===== src/rtl/qbus_pkg.sv =====
// Shared Q-bus master definitions: command encodings, sequencer states and
// register addresses of the peripherals sitting behind the 1801VP1-120 bridge.
package qbus_pkg;

  localparam logic [1:0] QB_OP_RD = 2'b00;
  localparam logic [1:0] QB_OP_WR = 2'b01;
  localparam logic [1:0] QB_OP_IA = 2'b10;

  typedef enum logic [2:0] {
    QB_IDLE,
    QB_ADDR,
    QB_SYNC,
    QB_DSET,
    QB_STRB,
    QB_HOLD,
    QB_TERM,
    QB_REL
  } qb_state_t;

  // Console terminal, parallel-port window and channel window registers
  localparam logic [15:0] QB_A_RCSR    = 16'o177560;
  localparam logic [15:0] QB_A_RBUF    = 16'o177562;
  localparam logic [15:0] QB_A_XCSR    = 16'o177564;
  localparam logic [15:0] QB_A_XBUF    = 16'o177566;
  localparam logic [15:0] QB_A_PP_BASE = 16'o176660;
  localparam logic [15:0] QB_A_PP_LAST = 16'o176676;
  localparam logic [15:0] QB_A_CH_BASE = 16'o177060;
  localparam logic [15:0] QB_A_CH_LAST = 16'o177100;

  // The reserved code runs as an ordinary read
  function automatic logic [1:0] qb_norm_op(input logic [1:0] op_in);
    return (op_in == 2'b11) ? QB_OP_RD : op_in;
  endfunction

endpackage


===== src/rtl/qbus_sync2.sv =====
// Two-flop synchronizer for asynchronous active-low bus pins; idles high.
module qbus_sync2 (
  input  logic i_clk,
  input  logic i_rst_n,
  input  logic i_d,
  output logic o_q
);

  logic r_meta;
  logic r_q;

  always_ff @(posedge i_clk) begin
    if (!i_rst_n) begin
      r_meta <= 1'b1;
      r_q    <= 1'b1;
    end else begin
      r_meta <= i_d;
      r_q    <= r_meta;
    end
  end

  assign o_q = r_q;

endmodule


===== src/rtl/qbus_mst.sv =====
// Q-bus initiator: turns one read/write/inta command into a strobe sequence,
// waits on the synchronized reply with a timeout and returns data and status.
module qbus_mst
  import qbus_pkg::*;
#(
  parameter int DW  = 16,
  parameter int TMO = 64,
  parameter int TW  = 8
) (
  input  logic          PIN_CLK,
  input  logic          PIN_nRST,
  input  logic          req,
  input  logic [1:0]    op,
  input  logic [DW-1:0] addr,
  input  logic [DW-1:0] wdata,
  output logic          busy,
  output logic          ack,
  output logic          err,
  output logic [DW-1:0] rdata,
  output logic [DW-1:0] ad_out,
  output logic          ad_oe,
  input  logic [DW-1:0] ad_in,
  output logic          nSYNC,
  output logic          nDIN,
  output logic          nDOUT,
  output logic          nIAKO,
  output logic          nCS,
  input  logic          nRPLY
);

  localparam logic [TW-1:0] TMO_LIM = TW'((TMO > 0) ? TMO - 1 : 0);

  qb_state_t     r_state, w_state_nxt;
  logic [1:0]    r_op;
  logic [DW-1:0] r_wdata;
  logic [TW-1:0] r_tmo_cnt, w_tmo_cnt_nxt;
  logic          w_rply_s;
  logic          w_tmo_hit;
  logic          w_tmo;

  logic          r_busy, r_ack, r_err, r_ad_oe;
  logic          r_nsync, r_ndin, r_ndout, r_niako, r_ncs;
  logic [DW-1:0] r_rdata, r_ad_out;
  logic          w_busy_nxt, w_ack_nxt, w_err_nxt, w_ad_oe_nxt;
  logic          w_nsync_nxt, w_ndin_nxt, w_ndout_nxt, w_niako_nxt, w_ncs_nxt;
  logic [DW-1:0] w_rdata_nxt, w_ad_out_nxt;

  qbus_sync2 u_rply_sync (
    .i_clk   (PIN_CLK),
    .i_rst_n (PIN_nRST),
    .i_d     (nRPLY),
    .o_q     (w_rply_s)
  );

  // Counter value lags the edge count by one, so the limit is TMO-1
  assign w_tmo_hit = (TMO != 0) && (r_tmo_cnt >= TMO_LIM);

  always_ff @(posedge PIN_CLK) begin
    if (!PIN_nRST) begin
      r_state   <= QB_IDLE;
      r_op      <= QB_OP_RD;
      r_tmo_cnt <= '0;
      r_busy    <= 1'b0;
      r_ack     <= 1'b0;
      r_err     <= 1'b0;
      r_rdata   <= '0;
      r_ad_out  <= '0;
      r_ad_oe   <= 1'b0;
      r_nsync   <= 1'b1;
      r_ndin    <= 1'b1;
      r_ndout   <= 1'b1;
      r_niako   <= 1'b1;
      r_ncs     <= 1'b1;
    end else begin
      r_state   <= w_state_nxt;
      if (r_state == QB_IDLE && req)
        r_op <= qb_norm_op(op);
      r_tmo_cnt <= w_tmo_cnt_nxt;
      r_busy    <= w_busy_nxt;
      r_ack     <= w_ack_nxt;
      r_err     <= w_err_nxt;
      r_rdata   <= w_rdata_nxt;
      r_ad_out  <= w_ad_out_nxt;
      r_ad_oe   <= w_ad_oe_nxt;
      r_nsync   <= w_nsync_nxt;
      r_ndin    <= w_ndin_nxt;
      r_ndout   <= w_ndout_nxt;
      r_niako   <= w_niako_nxt;
      r_ncs     <= w_ncs_nxt;
    end
  end

  always_ff @(posedge PIN_CLK) begin
    if (r_state == QB_IDLE && req)
      r_wdata <= wdata;
  end

  always_comb begin
    w_state_nxt = r_state;
    w_tmo       = 1'b0;
    case (r_state)
      QB_IDLE: if (req) w_state_nxt = QB_ADDR;
      QB_ADDR: w_state_nxt = QB_SYNC;
      QB_SYNC: w_state_nxt = (r_op == QB_OP_WR) ? QB_DSET : QB_STRB;
      QB_DSET: w_state_nxt = QB_STRB;
      QB_STRB: begin
        if (!w_rply_s) begin
          w_state_nxt = QB_HOLD;
        end else if (w_tmo_hit) begin
          w_state_nxt = QB_IDLE;
          w_tmo       = 1'b1;
        end
      end
      QB_HOLD: w_state_nxt = QB_TERM;
      QB_TERM: begin
        if (w_rply_s) begin
          w_state_nxt = QB_REL;
        end else if (w_tmo_hit) begin
          w_state_nxt = QB_IDLE;
          w_tmo       = 1'b1;
        end
      end
      QB_REL:  w_state_nxt = QB_IDLE;
      default: w_state_nxt = QB_IDLE;
    endcase
  end

  // Output registers are loaded with the values belonging to the state being entered
  always_comb begin
    w_busy_nxt    = r_busy;
    w_ack_nxt     = 1'b0;
    w_err_nxt     = 1'b0;
    w_rdata_nxt   = r_rdata;
    w_ad_out_nxt  = r_ad_out;
    w_ad_oe_nxt   = r_ad_oe;
    w_nsync_nxt   = r_nsync;
    w_ndin_nxt    = r_ndin;
    w_ndout_nxt   = r_ndout;
    w_niako_nxt   = r_niako;
    w_ncs_nxt     = r_ncs;
    w_tmo_cnt_nxt = r_tmo_cnt;

    if (r_state == QB_ADDR)
      w_tmo_cnt_nxt = '0;
    else if (r_state != QB_IDLE && r_state != QB_REL && r_tmo_cnt != '1)
      w_tmo_cnt_nxt = r_tmo_cnt + 1'b1;

    if (w_tmo) begin
      w_nsync_nxt = 1'b1;
      w_ndin_nxt  = 1'b1;
      w_ndout_nxt = 1'b1;
      w_niako_nxt = 1'b1;
      w_ncs_nxt   = 1'b1;
      w_ad_oe_nxt = 1'b0;
      w_busy_nxt  = 1'b0;
      w_ack_nxt   = 1'b1;
      w_err_nxt   = 1'b1;
    end else begin
      case (w_state_nxt)
        QB_ADDR: begin
          w_busy_nxt = 1'b1;
          if (qb_norm_op(op) == QB_OP_IA) begin
            w_ad_oe_nxt = 1'b0;
            w_ncs_nxt   = 1'b1;
          end else begin
            w_ad_oe_nxt  = 1'b1;
            w_ad_out_nxt = ~addr;
            w_ncs_nxt    = 1'b0;
          end
        end
        QB_SYNC: w_nsync_nxt = 1'b0;
        QB_DSET: w_ad_out_nxt = ~r_wdata;
        QB_STRB: begin
          case (r_op)
            QB_OP_WR: w_ndout_nxt = 1'b0;
            QB_OP_IA: begin
              w_ndin_nxt  = 1'b0;
              w_niako_nxt = 1'b0;
            end
            default: begin
              w_ad_oe_nxt = 1'b0;
              w_ndin_nxt  = 1'b0;
            end
          endcase
        end
        QB_HOLD: begin
          if (r_op != QB_OP_WR)
            w_rdata_nxt = ~ad_in;
          w_nsync_nxt = 1'b1;
          w_ndin_nxt  = 1'b1;
          w_ndout_nxt = 1'b1;
          w_niako_nxt = 1'b1;
        end
        QB_REL: begin
          w_ad_oe_nxt = 1'b0;
          w_ncs_nxt   = 1'b1;
          w_ack_nxt   = 1'b1;
          w_err_nxt   = 1'b0;
          w_busy_nxt  = 1'b0;
        end
        default: ;
      endcase
    end
  end

  assign busy   = r_busy;
  assign ack    = r_ack;
  assign err    = r_err;
  assign rdata  = r_rdata;
  assign ad_out = r_ad_out;
  assign ad_oe  = r_ad_oe;
  assign nSYNC  = r_nsync;
  assign nDIN   = r_ndin;
  assign nDOUT  = r_ndout;
  assign nIAKO  = r_niako;
  assign nCS    = r_ncs;

endmodule


===== config.mk =====
export PLATFORM = sky130hd
export DESIGN_NAME = qbus_mst
export DESIGN_NICKNAME = d
export VERILOG_FILES = /design/src/rtl/qbus_pkg.sv /design/src/rtl/qbus_sync2.sv /design/src/rtl/qbus_mst.sv
export SDC_FILE = /design/constraint.sdc
export NUM_CORES = 1
export LEC_CHECK = 0
export BUFFER_PORTS_ARGS = -buffer_cell sky130_fd_sc_hd__buf_2
export CAP_MARGIN = 0
export CORE_MARGIN = 4
export CORE_UTILIZATION = 45
export DETAILED_ROUTE_END_ITERATION = 10
export PLACE_DENSITY_LB_ADDON = 0.3
export SLEW_MARGIN = 20
export SYNTH_ARGS = -nofsm -noshare
export SYNTH_HDL_FRONTEND = slang
export SYNTH_HIERARCHICAL = 1
export SYNTH_SLANG_ARGS = --single-unit

===== constraint.sdc =====
create_clock -name PIN_CLK -period 4.8 [get_ports PIN_CLK]
set_clock_uncertainty 0.2 [all_clocks]
set_input_delay 0.72 -clock PIN_CLK [delete_from_list [all_inputs] [get_ports PIN_CLK]]
set_output_delay 0.72 -clock PIN_CLK [all_outputs]
set_load 0.05 [all_outputs]

* Word-level counts from Yosys, hierarchy flattened *
Index checks and enable logic that the tools add are counted.

word-level totals
  flip-flop bits (word level) = 72
  bits of input ports = 54
  output and inout port bits = 41
  word-level logic and storage cells = 97

cells by class
  $add $sub $neg = 1
  magnitude comparators = 1
  equality and inequality tests = 25
  mux-type cells = 29
  bitwise gates (word level) = 5
  reduce and logical (&&, ||, !) cells = 19

operators with widths
  operator                                              number
  NOT 16 bit                                            3
  case mux 16 bit (2 select lines)                      1
  case mux 3 bit (8 select lines)                       1
  == test 3 bit (second input constant)                 7
  two-way mux 16 bit                                    1
  two-way mux 3 bit                                     5
  case mux 1 bit (2 select lines)                       7
  == test 3 x 2 -> 1 bit (second input constant)        4
  two-way mux 1 bit                                     12
  inequality test 2 bit (second input constant)         5
  adder 8 x 1 -> 8 bit (second input constant)          1
  >= comparator 8 x 6 -> 1 bit (second input constant)  1
  inequality test 8 bit (second input constant)         1
  AND reduction 2 bit                                   4
  nonzero test 2 bit                                    4
  == test 2 bit (second input constant)                 3
  == test 3 x 1 -> 1 bit (second input constant)        2
  AND reduction 3 bit                                   2
  nonzero test 3 bit                                    2
  OR reduction 2 bit                                    3
  logical AND 1 bit                                     3
  zero test 3 bit                                       1
  inequality test 3 bit (second input constant)         1
  case mux 1 bit (3 select lines)                       1
  4 further kinds                                       5

* Depth between registers and ports, before layout *
  word-level depth = 7
  depth in mapped cells = 8
  gate-level depth less buffers = 6

* Cells and area by module *
Netlist, hierarchy kept.

by module, submodules not included
  module      instances  cells an instance  area each (sq um)  sequential area each (sq um)
  qbus_mst    1          311                2980.4             1561.5
  qbus_sync2  1          4                  52.6               40.0

* Worst setup path after synthesis *
Ideal clock, no wire load.

  path type = input port to flip-flop
  from = input port req
  to = register r_ad_oe, in the netlist ad_oe
  setup time = 0.112 ns
  data arrival time = 1.990 ns
  required time = 4.488 ns
  path slack = 2.498 ns
  stages on the path = 5
  buffers on the path = 1
  path through = or4b_4 buf_6 inv_1 nor2_1 a2111oi_1

on the way
  word-level cells in the longest chain between the ends = 5
  elaborated cells on any way between the ends = 9
  classes of those cells = 4 x eq/ne; 3 x mux; 2 x reduce/logical

ends and longest elaborated chain
  what                                                                                 line             RTL
  from (decl)                                                                          qbus_mst.sv:12   input logic req,
  two-way mux 3 bit *                                                                  qbus_mst.sv:102  QB_IDLE: if (req) w_state_nxt = QB_ADDR;
  case mux 3 bit (8 select lines) *                                                    qbus_mst.sv:101  case (r_state)
  == test 3 bit / == test 3 x 1 -> 1 bit (equally long branches)                       qbus_mst.sv:159  case (w_state_nxt)
  inequality test 2 bit (no source line) / nonzero test 3 bit (equally long branches)  n/a
  AND reduction 2 bit (no source line)                                                 n/a
  to (signal assigned)                                                                 qbus_mst.sv:84   r_ad_oe <= w_ad_oe_nxt;
  to (decl)                                                                            qbus_mst.sv:41   logic r_busy, r_ack, r_err, r_ad_oe;

Mark *: on every way between the ends. The rest lies on a longest branch, timed or not.
A chain may end at the register's enable or synchronous reset.

* Worst setup path in the final report *
  from = register r_state[1]
  to = register r_ad_out[10], in the netlist ad_out[10]

on the way
  word-level cells in the longest chain between the ends = 6
  elaborated cells on any way between the ends = 21
  classes of those cells = 10 x eq/ne; 7 x mux; 1 x bitwise; 3 x reduce/logical

ends and longest elaborated chain
  what                                                                                 line                              RTL
  from (decl)                                                                          qbus_mst.sv:33                    qb_state_t r_state, w_state_nxt;
  from (signal assigned)                                                               qbus_mst.sv:75                    r_state <= w_state_nxt;
  two-way mux 3 bit                                                                    qbus_mst.sv:109, qbus_mst.sv:118
  two-way mux 3 bit (on tied branches)                                                 qbus_mst.sv:116, qbus_mst.sv:107
  case mux 3 bit (8 select lines)                                                      qbus_mst.sv:101
  == test 3 x 1 -> 1 bit / == test 3 x 2 -> 1 bit (equally long branches)              qbus_mst.sv:159
  inequality test 2 bit (no source line) / nonzero test 2 bit (equally long branches)  n/a
  AND reduction 3 bit (no source line)                                                 n/a
  to (signal assigned)                                                                 qbus_mst.sv:83                    r_ad_out <= w_ad_out_nxt;
  to (decl)                                                                            qbus_mst.sv:43                    logic [DW-1:0] r_rdata, r_ad_out;

Parallel ways exist; a longest one is shown, timed or not.

==> out/qor.txt <==
RSZ-0062 raised after global routing = no
Largest net degree at the start of global routing = 48
Fin cells = 481
Die W = 90.1 µm
Tightest Hold Check Type = reg -> reg
Post-DP HPWL = 4.65 mm
Footprint of the multi-input gates = 1290 µm²
Status = finished clean
Hold Slack = 211 ps
1st-pass router iterations = 4
CP max stage cell = nand4bb_1
Critical Path Max Stage Delay = 820 ps
CTS tree = built
Post-synth top flop = dfxtp_1
Final Hold Viols = 0
Fin crit share = 55.6%
Inst Count DP = 465
Core box area = 6460 µm²
Leakage = 1.80 nW
Worst vdd ir = 0.000188 V
Synthesis-to-finish area growth = 23.1%
Worst skew pair latency = 330 ps
Syn. warnings = 6
Setup violators final = 0
Cells after synthesis = 315
Wire per inst = 14.1 µm
Count leader, synth = nand2_1
Residual DRC = 0
Hold_sp = u_rply_sync/r_meta$_SDFF_PN1_
Sequential Area = 1600 µm²
Ant diodes = 0
Post-CTS Hold Fix Bufs = 0
Setup TNS = 0 ps
Worst relative slew slack = 29.9%
Cell taking the most area after synthesis = dfxtp_1
Asr flop ratio synth = 0%
DRT iter0 DRCs = 90
Most common library cells after synthesis = nand2_1 (75), dfxtp_1 (56), nand3_1 (21)
Tightest Pin Transition = 1050 ps
Gr usage total = 16.5%
Crit path time final = 2670 ps
Top-area cell type share of the netlist area = 37.0%
First-pass GRT wire length = 11.2 mm
CTS buffer count = 9
Nets = 456
Fill cell count = 596
Starting Density = 47.0%
Die ar. = 8120 µm²
#FFs+latches synth = 72
Final wirelength = 6.79 mm
Yosys cell types = 45
Clock sink total = 72
Crit path max fanout = 18
WP data required = 4860 ps
Sequential area share after synthesis = 52.8%
Post-CTS sizing = 0
I/O pins = 95
Max Fclk = 375 MHz
Chip Height = 90.1 µm
Netlist Area Pre-Place = 3030 µm²
Rows = 29
Crit Path Category = reg -> reg
Post-synth net total = 372
Mapped Avg Cell Area = 9.63 µm²
Ranking of synthesized cells by area = dfxtp_1 (37%), edfxtp_1 (16%), nand2_1 (9.3%)
Htree depth = 3
Buffers from clock root to sink, at most = 2
Power Density = 386 nW/µm²
Global route overflow = 0
DR vias = 2,533
Root Buffer = clkbuf_8
Crit path DAT = 2720 ps
Worst Setup Start Kind = flip-flop
Critical Path, Cell by Cell = nand4bb_1, o21ai_4, nand3_1, a21boi_0
Vias in the first global route = 2,490
Setup Buffers After CTS = 0
Critical path endpoint category = flip-flop
Max-slew violations = 0
Initial antenna violation count = 0
IO Port Bufs = 94
Post-synth EDFFs = 16
CP startpoint = r_state[1]$_SDFF_PN0_
Worst-path clk slew = 80 ps
Max Cap Viol = 0
Vias/cell = 5.27
Detail Route Antenna Nets = 0
Ratio of cells with drive above 1 in the final layout = 29.2%
RD Place Congestion = 0.727
Worst R2R Start = r_state[1]$_SDFF_PN0_
[cells in the final DEF, fill, tap and decap left out, types with 4 or more instances in the layout]
master / count
nor2_1: 7
or3_1: 4
inv_1: 8
edfxtp_1: 16
a21boi_1: 7
o211a_1: 17
nand2b_1: 6
o2111ai_1: 5
dfxtp_1: 56
a21oi_1: 11
nand2_1: 75
a21boi_0: 10
buf_2: 94
nand3_1: 21
nor2b_1: 5
clkbuf_8: 10
o21ai_0: 6
[cell families (layout without fill, tap and decap cells)]
kind of cell	after synthesis	count (layout)	share of synthesized area, %
AND/OR/NAND/NOR	135	135	21.2
flip-flops	72	72	52.8
AO/OA/AOI/OAI	71	71	18.7
buffers and inverters	30	119	4.70
adder cells (fa/ha/maj)	3	3	1.24
XOR/XNOR	2	2	0.578
multiplexers	2	2	0.701
[final cells by class]
class	instances	area share (%)
multi-input cells	213	34.5
inverters	8	0.804
repair buffers	95	12.8
well taps	77	2.58
flip-flops and latches	72	42.9
clock buffers	12	4.46
clock inverters	4	1.98
[where the power goes]
part	total [mW]	switching, mW	leakage, nW	internal [mW]
clock network	0.554	0.215	0.122	0.339
logic	0.204	0.137	1.07	0.0667
registers	0.683	0.0246	0.608	0.658
total	1.44	0.377	1.80	1.06
[per-layer routing]
| layer | part of all wire, % | vias up | global-route usage, % |
|---|---|---|---|
| met2 | 46 | 91 | 27.9 |
| met5 | 0 | - | 0 |
| li1 | - | 1273 | - |
| met4 | 0.93 | 0 | 5.48 |
| met3 | 7.7 | 7 | 5.68 |
| met1 | 45 | 1162 | 19.7 |
[worst max-delay path: cells and delay by family, from the launching register on]
kind            cells  cell delay, ps
compound gates      2             760
flops               1             650
simple gates        2             980
[path summary, 6_finish.rpt]
check	cells past startpoint	end	slack, ps
worst max-delay path	4	ad_out[10]$_SDFFE_PN0P_	2130
worst min register to register	1	u_rply_sync/o_q$_SDFF_PN1_	210
worst min-delay path	1	u_rply_sync/o_q$_SDFF_PN1_	210
worst max register to register	4	ad_out[10]$_SDFFE_PN0P_	2130
[metrics by stage]
step                      instance area (µm²)  util [%]  setup slack, ps  total power [mW]
after detailed placement                 3490      54.1             2150             0.901
after floorplan                          3030         -             2500             0.845
after global routing                     3730      57.8             1880              1.51
final                                    3730      57.8             2130              1.44
after CTS                                3730      57.8             2150              1.46
after global placement                   3490      54.1             2210             0.895
[state kept, by name (all words and copies together) (netlist names)]
name / cells
r_state: 3
nDIN: 1
err: 1
nCS: 1
ad_out: 16
nDOUT: 1
ad_oe: 1
nSYNC: 1
r_op: 2
r_tmo_cnt: 8
ack: 1
busy: 1
u_rply_sync/o_q: 1
rdata: 16
nIAKO: 1
u_rply_sync/r_meta: 1
r_wdata: 16
Power figures use the tool's default switching activity.
